==> src/rtl/wb_vertex_assembler.sv <==
// wb_vertex_assembler: writeback-stage graphics back end.
// Takes retired graphics commands (BEGIN/VERTEX/COLOR/END), assembles points,
// lines, triangle lists and triangle strips, and holds each finished primitive
// in a one-entry output register until the GPU stage takes it.
// Ports:
//   I_CLOCK, I_RESET        clock (state updates on falling edge), async active-high reset
//   I_LOCK                  pipeline run; low flushes the assembler
//   I_Valid, I_Cmd          command handshake and opcode
//   I_PrimType              primitive type carried by BEGIN
//   I_VertexData            vertex word carried by VERTEX
//   I_ColorData             colour word carried by COLOR
//   I_GPUStallSignal        downstream cannot take a primitive this cycle
//   O_Ready                 command will be accepted at next edge
//   O_PrimValid/PrimType/Vertices/Color   held primitive
//   O_GSRValue, O_GSRValue_Valid          status snapshot and its update pulse
//   O_Error                 one-cycle protocol error pulse
module wb_vertex_assembler #(
    parameter int unsigned VTX_W   = 30,
    parameter int unsigned COLOR_W = 16,
    parameter int unsigned CNT_W   = 8
) (
    input  logic                 I_CLOCK,
    input  logic                 I_RESET,
    input  logic                 I_LOCK,
    input  logic                 I_Valid,
    input  logic [2:0]           I_Cmd,
    input  logic [1:0]           I_PrimType,
    input  logic [VTX_W-1:0]     I_VertexData,
    input  logic [COLOR_W-1:0]   I_ColorData,
    input  logic                 I_GPUStallSignal,
    output logic                 O_Ready,
    output logic                 O_PrimValid,
    output logic [1:0]           O_PrimType,
    output logic [3*VTX_W-1:0]   O_Vertices,
    output logic [COLOR_W-1:0]   O_Color,
    output logic [CNT_W+7:0]     O_GSRValue,
    output logic                 O_GSRValue_Valid,
    output logic                 O_Error
);

    typedef enum logic {StIdle, StCollect} state_t;

    localparam logic [1:0] PrimStrip = 2'd3;

    state_t             state;
    logic [1:0]         vc;
    logic               strip_full;  // strip window holds three valid vertices
    logic [VTX_W-1:0]   w0, w1, w2;
    logic [1:0]         prim_type;
    logic [COLOR_W-1:0] color;
    logic [CNT_W-1:0]   prim_cnt;
    logic [3:0]         err_cnt;

    logic               accept;
    logic               cmd_begin, cmd_vertex, cmd_color, cmd_end;
    logic [1:0]         last_idx;
    logic               complete;
    logic               end_partial;
    logic               err_evt;
    logic               prim_valid_nxt;
    logic [3:0]         err_cnt_nxt;
    logic [CNT_W-1:0]   prim_cnt_nxt;
    logic [3*VTX_W-1:0] prim_vertices;

    assign O_Ready = ~O_PrimValid | ~I_GPUStallSignal;
    assign accept  = I_Valid & O_Ready & I_LOCK;

    always_comb begin
        cmd_begin  = accept & (I_Cmd == 3'd1);
        cmd_vertex = accept & (I_Cmd == 3'd2);
        cmd_color  = accept & (I_Cmd == 3'd3);
        cmd_end    = accept & (I_Cmd == 3'd4);

        case (prim_type)
            2'd0:    last_idx = 2'd0;
            2'd1:    last_idx = 2'd1;
            default: last_idx = 2'd2;
        endcase

        complete = cmd_vertex & (state == StCollect) & (vc == last_idx);

        // A strip is only well formed once it has produced a triangle.
        end_partial = (prim_type == PrimStrip) ? ~strip_full : (vc != 2'd0);

        err_evt = (cmd_begin  & (state == StCollect)) |
                  (cmd_vertex & (state == StIdle)) |
                  (cmd_end    & ((state == StIdle) | end_partial));

        err_cnt_nxt    = (err_evt && err_cnt != 4'd15) ? err_cnt + 4'd1 : err_cnt;
        prim_cnt_nxt   = prim_cnt + {{(CNT_W-1){1'b0}}, complete};
        prim_valid_nxt = complete | (O_PrimValid & I_GPUStallSignal);

        case (prim_type)
            2'd0:    prim_vertices = {{VTX_W{1'b0}}, {VTX_W{1'b0}}, I_VertexData};
            2'd1:    prim_vertices = {{VTX_W{1'b0}}, I_VertexData, w0};
            2'd2:    prim_vertices = {I_VertexData, w1, w0};
            default: prim_vertices = strip_full ? {I_VertexData, w2, w1}
                                                : {I_VertexData, w1, w0};
        endcase
    end

    always_ff @(negedge I_CLOCK or posedge I_RESET) begin
        if (I_RESET) begin
            state            <= StIdle;
            vc               <= 2'd0;
            strip_full       <= 1'b0;
            w0               <= '0;
            w1               <= '0;
            w2               <= '0;
            prim_type        <= 2'd0;
            color            <= '0;
            prim_cnt         <= '0;
            err_cnt          <= 4'd0;
            O_PrimValid      <= 1'b0;
            O_PrimType       <= 2'd0;
            O_Vertices       <= '0;
            O_Color          <= '0;
            O_GSRValue       <= '0;
            O_GSRValue_Valid <= 1'b0;
            O_Error          <= 1'b0;
        end else begin
            O_Error          <= 1'b0;
            O_GSRValue_Valid <= 1'b0;
            if (!I_LOCK) begin
                // Flush: drop any partial primitive and the held one; keep counters/colour.
                state       <= StIdle;
                vc          <= 2'd0;
                strip_full  <= 1'b0;
                O_PrimValid <= 1'b0;
            end else begin
                O_PrimValid <= prim_valid_nxt;
                O_Error     <= err_evt;
                err_cnt     <= err_cnt_nxt;
                prim_cnt    <= prim_cnt_nxt;
                if (complete) begin
                    O_PrimType <= prim_type;
                    O_Vertices <= prim_vertices;
                    O_Color    <= color;
                end
                if (cmd_color) begin
                    color <= I_ColorData;
                end
                case (state)
                    StIdle: begin
                        if (cmd_begin) begin
                            state      <= StCollect;
                            prim_type  <= I_PrimType;
                            vc         <= 2'd0;
                            strip_full <= 1'b0;
                        end
                    end
                    default: begin
                        if (cmd_begin) begin
                            prim_type  <= I_PrimType;
                            vc         <= 2'd0;
                            strip_full <= 1'b0;
                        end else if (cmd_vertex) begin
                            if (prim_type == PrimStrip && strip_full) begin
                                // Slide the strip window by one vertex.
                                w0 <= w1;
                                w1 <= w2;
                                w2 <= I_VertexData;
                            end else begin
                                case (vc)
                                    2'd0:    w0 <= I_VertexData;
                                    2'd1:    w1 <= I_VertexData;
                                    default: w2 <= I_VertexData;
                                endcase
                                if (!complete) begin
                                    vc <= vc + 2'd1;
                                end else if (prim_type == PrimStrip) begin
                                    strip_full <= 1'b1;  // vc stays at 2 for the rest of the strip
                                end else begin
                                    vc <= 2'd0;
                                end
                            end
                        end else if (cmd_end) begin
                            state            <= StIdle;
                            vc               <= 2'd0;
                            strip_full       <= 1'b0;
                            O_GSRValue_Valid <= 1'b1;
                            // in_prim field is 0: the snapshot reflects the post-END IDLE state.
                            O_GSRValue       <= {prim_cnt_nxt, err_cnt_nxt, prim_type, 1'b0,
                                                 prim_valid_nxt};
                        end
                    end
                endcase
            end
        end
    end

endmodule

==> config.mk <==
export PLATFORM = sky130hd
export DESIGN_NAME = wb_vertex_assembler
export DESIGN_NICKNAME = d
export VERILOG_FILES = /design/src/rtl/wb_vertex_assembler.sv
export SDC_FILE = /design/constraint.sdc
export NUM_CORES = 1
export LEC_CHECK = 0
export CAP_MARGIN = 20
export CORE_UTILIZATION = 54
export DETAILED_ROUTE_END_ITERATION = 12
export GPL_ROUTABILITY_DRIVEN = 0
export GPL_TIMING_DRIVEN = 0
export MAX_ROUTING_LAYER = met4
export PLACE_DENSITY = 0.77
export SYNTH_ARGS = -nofsm -noshare
export SYNTH_HDL_FRONTEND = slang
export SYNTH_SLANG_ARGS = --single-unit
==> constraint.sdc <==
create_clock -name I_CLOCK -period 9 [get_ports I_CLOCK]
set_input_delay 1.8 -clock I_CLOCK [delete_from_list [all_inputs] [get_ports I_CLOCK]]
set_output_delay 1.8 -clock I_CLOCK [all_outputs]
set_load 0.01 [all_outputs]
==> results_dict.tcl <==
set metrics [dict create \
    run_status "finished clean" \
    sum_neg_setup_slack_ns 0 \
    dpl.hpwl_um 23100 \
    grt_setup_unrepaired "false" \
    grt_max_degree 43 \
    grt_first_pass_wirelength_um 53000 \
    worst-r2r-setup-slack_ns 6.04 \
    setup-violations-final 0 \
    fillCellCount 1642 \
    grt_util_all_layers 0.317 \
    clock_sink_count 250 \
    avgViaCountPerCell 5.80 \
    grt_remaining_overflow 0 \
    synth_cell_types 40 \
    rows 52 \
    worst_ep_required_time_ns 4.85 \
    final_hold_viol_count 0 \
    dr_vias 10400 \
    drtIter0Drc 840 \
    number_of_antenna_violations_at_the_first_check_in_global_routing 0 \
    io_pins 184 \
    total_clock_buffers_created_by_cts 26 \
    drt-total-wl_um 33100 \
    synth-warning-count 0 \
    avgSynthCellArea_sq_um 8.90 \
    place.port_buffers 182 \
    worst_pin_slew_ns 0.819 \
    hold_path.class "reg -> reg" \
    critical_path_class "in -> reg" \
    cts.reportedPaths.clkPinSlew_ns 0.05 \
    clk_path_buf_depth 3 \
    fin_area_sq_um 14600 \
    final_antenna_net_count 0 \
    chipHeight_um 148 \
    cap_viol_max_count 0 \
    synth_area_sq_um 11500 \
    cts_tree "done" \
    synthesis.nets 1350 \
    dpl_cell_area_sq_um 13800 \
    critPathArrivalTime_ns 4.60 \
    powerDensity_nw_per_um2 183 \
    die_width_um 148 \
    critPathMaxFanout 13 \
    remaining_drc_errors 0 \
    seq_area_frac_synth 0.545 \
    p_leak_uw 0.00667 \
    synthCells 1289 \
    number_of_antenna_diodes 0 \
    dpl_worst_slack_ns -0.789 \
    initial_utilization 0.558 \
    drt-pass1-iter-count 5 \
    wire_per_inst_um 18.5 \
    cts_hold_repair.buffers 0 \
    nets 1564 \
    timing.slew.headroom 0.454 \
    end_kind "flip-flop" \
    yosys_register_bits 250 \
    first_global_vias 10200 \
    insertion_delay_ns 0.53 \
    timing.critical_path.from_type "primary input" \
    setup_slack_ns 0.250 \
    worst_ir_drop_vdd_uv 157 \
    area.growth.synth_to_final_pct 27.6 \
    design.die.area_sq_um 21800 \
    report.final.slew_viol_count 0 \
    design.core.area_sq_um 20600 \
    drive_above_1_share 0.0929 \
    clock_tree.htree_level_count 1 \
    clk_root_buffer_cell "sky130_fd_sc_hd__clkbuf_16" \
    timing.clock.skew_ns 0.0107 \
]
==> logic make-up after synthesis <==
kind of cell / after synthesis / synth area share
fa+ha+maj: 5 / 0.00545
other cells: 1 / 0.000327
buf+inv: 132 / 0.0478
mux: 60 / 0.0588
flops: 250 / 0.545
xor+xnor: 15 / 0.0115
simple gates: 500 / 0.177
compound gates: 326 / 0.153
==> cells in the final DEF (no fill, tap or decap), types with 5 or more instances in the layout <==
cell type | Yosys | final
sky130_fd_sc_hd__clkbuf_8 | 0 | 6
sky130_fd_sc_hd__nand3_1 | 64 | 64
sky130_fd_sc_hd__a22oi_1 | 31 | 31
sky130_fd_sc_hd__buf_12 | 0 | 6
sky130_fd_sc_hd__nor2_1 | 108 | 108
sky130_fd_sc_hd__nand2_1 | 303 | 302
sky130_fd_sc_hd__a21oi_1 | 129 | 129
sky130_fd_sc_hd__mux2_2 | 59 | 59
sky130_fd_sc_hd__buf_2 | 24 | 23
sky130_fd_sc_hd__clkinv_2 | 0 | 5
sky130_fd_sc_hd__clkbuf_16 | 0 | 27
sky130_fd_sc_hd__inv_1 | 34 | 33
sky130_fd_sc_hd__dfrtn_1 | 250 | 250
sky130_fd_sc_hd__xnor2_1 | 11 | 11
sky130_fd_sc_hd__nand4_1 | 5 | 5
sky130_fd_sc_hd__clkdlybuf4s50_1 | 0 | 182
sky130_fd_sc_hd__ha_1 | 5 | 5
sky130_fd_sc_hd__o21ai_0 | 152 | 152
sky130_fd_sc_hd__clkbuf_1 | 67 | 68
==> cell type report <==
class / count / area, sq um / area share
well taps: 270 / 338 / 0.0231
flip-flops and latches: 250 / 6260 / 0.427
clock inverters: 7 / 110 / 0.00752
inverters: 35 / 136 / 0.00932
plain buffers: 95 / 408 / 0.0279
clock buffers: 35 / 766 / 0.0523
repair buffers: 188 / 1940 / 0.133
multi-input cells: 907 / 4680 / 0.320
==> sequential cells by signal, indices dropped and copies added (netlist names), 2 cells and up <==
name / flops
O_GSRValue: 15
O_Color: 16
w0: 30
color: 16
vc: 2
prim_cnt: 8
err_cnt: 4
w2: 30
O_PrimType: 2
w1: 30
O_Vertices: 90
prim_type: 2
==> critical path, stage by stage <==
cell and delay (ns):
sky130_fd_sc_hd__clkdlybuf4s50_1 0.47, sky130_fd_sc_hd__and2_2 0.25, sky130_fd_sc_hd__and4_1 0.22, sky130_fd_sc_hd__buf_2 0.17, sky130_fd_sc_hd__nand2_4 0.17, sky130_fd_sc_hd__clkinv_2 0.22, sky130_fd_sc_hd__buf_4 0.25, sky130_fd_sc_hd__ha_1 0.20
sky130_fd_sc_hd__ha_1 0.22, sky130_fd_sc_hd__and3_1 0.24, sky130_fd_sc_hd__nand3_1 0.11, sky130_fd_sc_hd__xor2_1 0.18, sky130_fd_sc_hd__a21oi_1 0.09
==> final timing paths <==
kind,to,cells after the start,startpoint
max,O_GSRValue[14],13,I_LOCK
min,O_Vertices[71],2,O_Vertices[71]
max reg2reg,O_GSRValue[14],12,O_PrimValid
min reg2reg,O_Vertices[71],2,O_Vertices[71]
max in group asynchronous,O_Vertices[50],5,I_RESET
min in group asynchronous,O_Vertices[62],2,I_RESET
==> layer usage <==
metal	up-vias	part of all wire	track usage
met5	-	0	-
met4	0	0.031	0.111
met3	83	0.10	0.0775
met2	562	0.46	0.486
met1	4961	0.41	0.411
li1	4764	-	-
==> timing repair <==
item | in CTS | in global routing
resized for setup | 2 | 3
buffers inserted | 0 | 0
setup endpoints to repair | 8 | 8
pin swaps | 0 | 0
==> power by group <==
part | internal, uW | switching [uW] | total (uW) | leakage (uW)
sequential | 1180 | 28.2 | 1200 | 0.00345
combinational | 129 | 240 | 370 | 0.00279
clock | 674 | 434 | 1110 | 0.000436
==> metrics by stage <==
stage | utilization | total power [uW] | hold slack (ns) | cells
global route | 0.712 | 2780 | 0.441 | 1787
floorplan | - | 1430 | 0.394 | 1289
global placement | 0.663 | 1560 | 0.400 | 1741
finish | 0.712 | 2680 | 0.411 | 1787
detailed placement | 0.669 | 1580 | 0.405 | 1747
CTS | 0.712 | 2680 | 0.406 | 1788
==> cell usage after synthesis <==
master / instances / area (sq um)
sky130_fd_sc_hd__and4_1: 1 / 8.76
sky130_fd_sc_hd__nor3b_1: 1 / 7.51
sky130_fd_sc_hd__clkbuf_1: 67 / 251
sky130_fd_sc_hd__nand2_1: 303 / 1140
sky130_fd_sc_hd__a21oi_2: 1 / 8.76
sky130_fd_sc_hd__dfrtn_1: 250 / 6260
sky130_fd_sc_hd__a2bb2oi_1: 2 / 17.5
sky130_fd_sc_hd__buf_1: 2 / 7.51
sky130_fd_sc_hd__inv_1: 34 / 128
sky130_fd_sc_hd__conb_1: 1 / 3.75
sky130_fd_sc_hd__and3_4: 1 / 11.3
sky130_fd_sc_hd__nand4_1: 5 / 31.3
sky130_fd_sc_hd__mux2_2: 59 / 664
sky130_fd_sc_hd__a211oi_2: 1 / 12.5
sky130_fd_sc_hd__a22oi_1: 31 / 233
sky130_fd_sc_hd__nand3_1: 64 / 320
sky130_fd_sc_hd__xnor2_1: 11 / 96.3
sky130_fd_sc_hd__buf_2: 24 / 120
sky130_fd_sc_hd__o21a_1: 3 / 22.5
sky130_fd_sc_hd__a21oi_1: 129 / 646
sky130_fd_sc_hd__a211oi_1: 1 / 7.51
sky130_fd_sc_hd__xor2_1: 4 / 35.0
sky130_fd_sc_hd__mux2i_1: 1 / 10.0
sky130_fd_sc_hd__a311o_1: 1 / 10.0
sky130_fd_sc_hd__nand2b_1: 2 / 12.5
sky130_fd_sc_hd__a22o_1: 1 / 8.76
sky130_fd_sc_hd__nor2b_1: 5 / 31.3
sky130_fd_sc_hd__nor2_1: 108 / 405
sky130_fd_sc_hd__or4b_2: 1 / 10.0
sky130_fd_sc_hd__buf_6: 2 / 22.5
sky130_fd_sc_hd__ha_1: 5 / 62.6
sky130_fd_sc_hd__and3_1: 3 / 18.8
sky130_fd_sc_hd__a2111o_1: 1 / 11.3
sky130_fd_sc_hd__a21boi_0: 2 / 15.0
sky130_fd_sc_hd__and2_1: 4 / 25.0
sky130_fd_sc_hd__nand3b_1: 2 / 15.0
sky130_fd_sc_hd__o21ai_0: 152 / 761
sky130_fd_sc_hd__buf_4: 2 / 15.0
sky130_fd_sc_hd__inv_2: 1 / 3.75
sky130_fd_sc_hd__o211ai_1: 1 / 7.51
No activity file was read; power rests on OpenSTA's default activity.
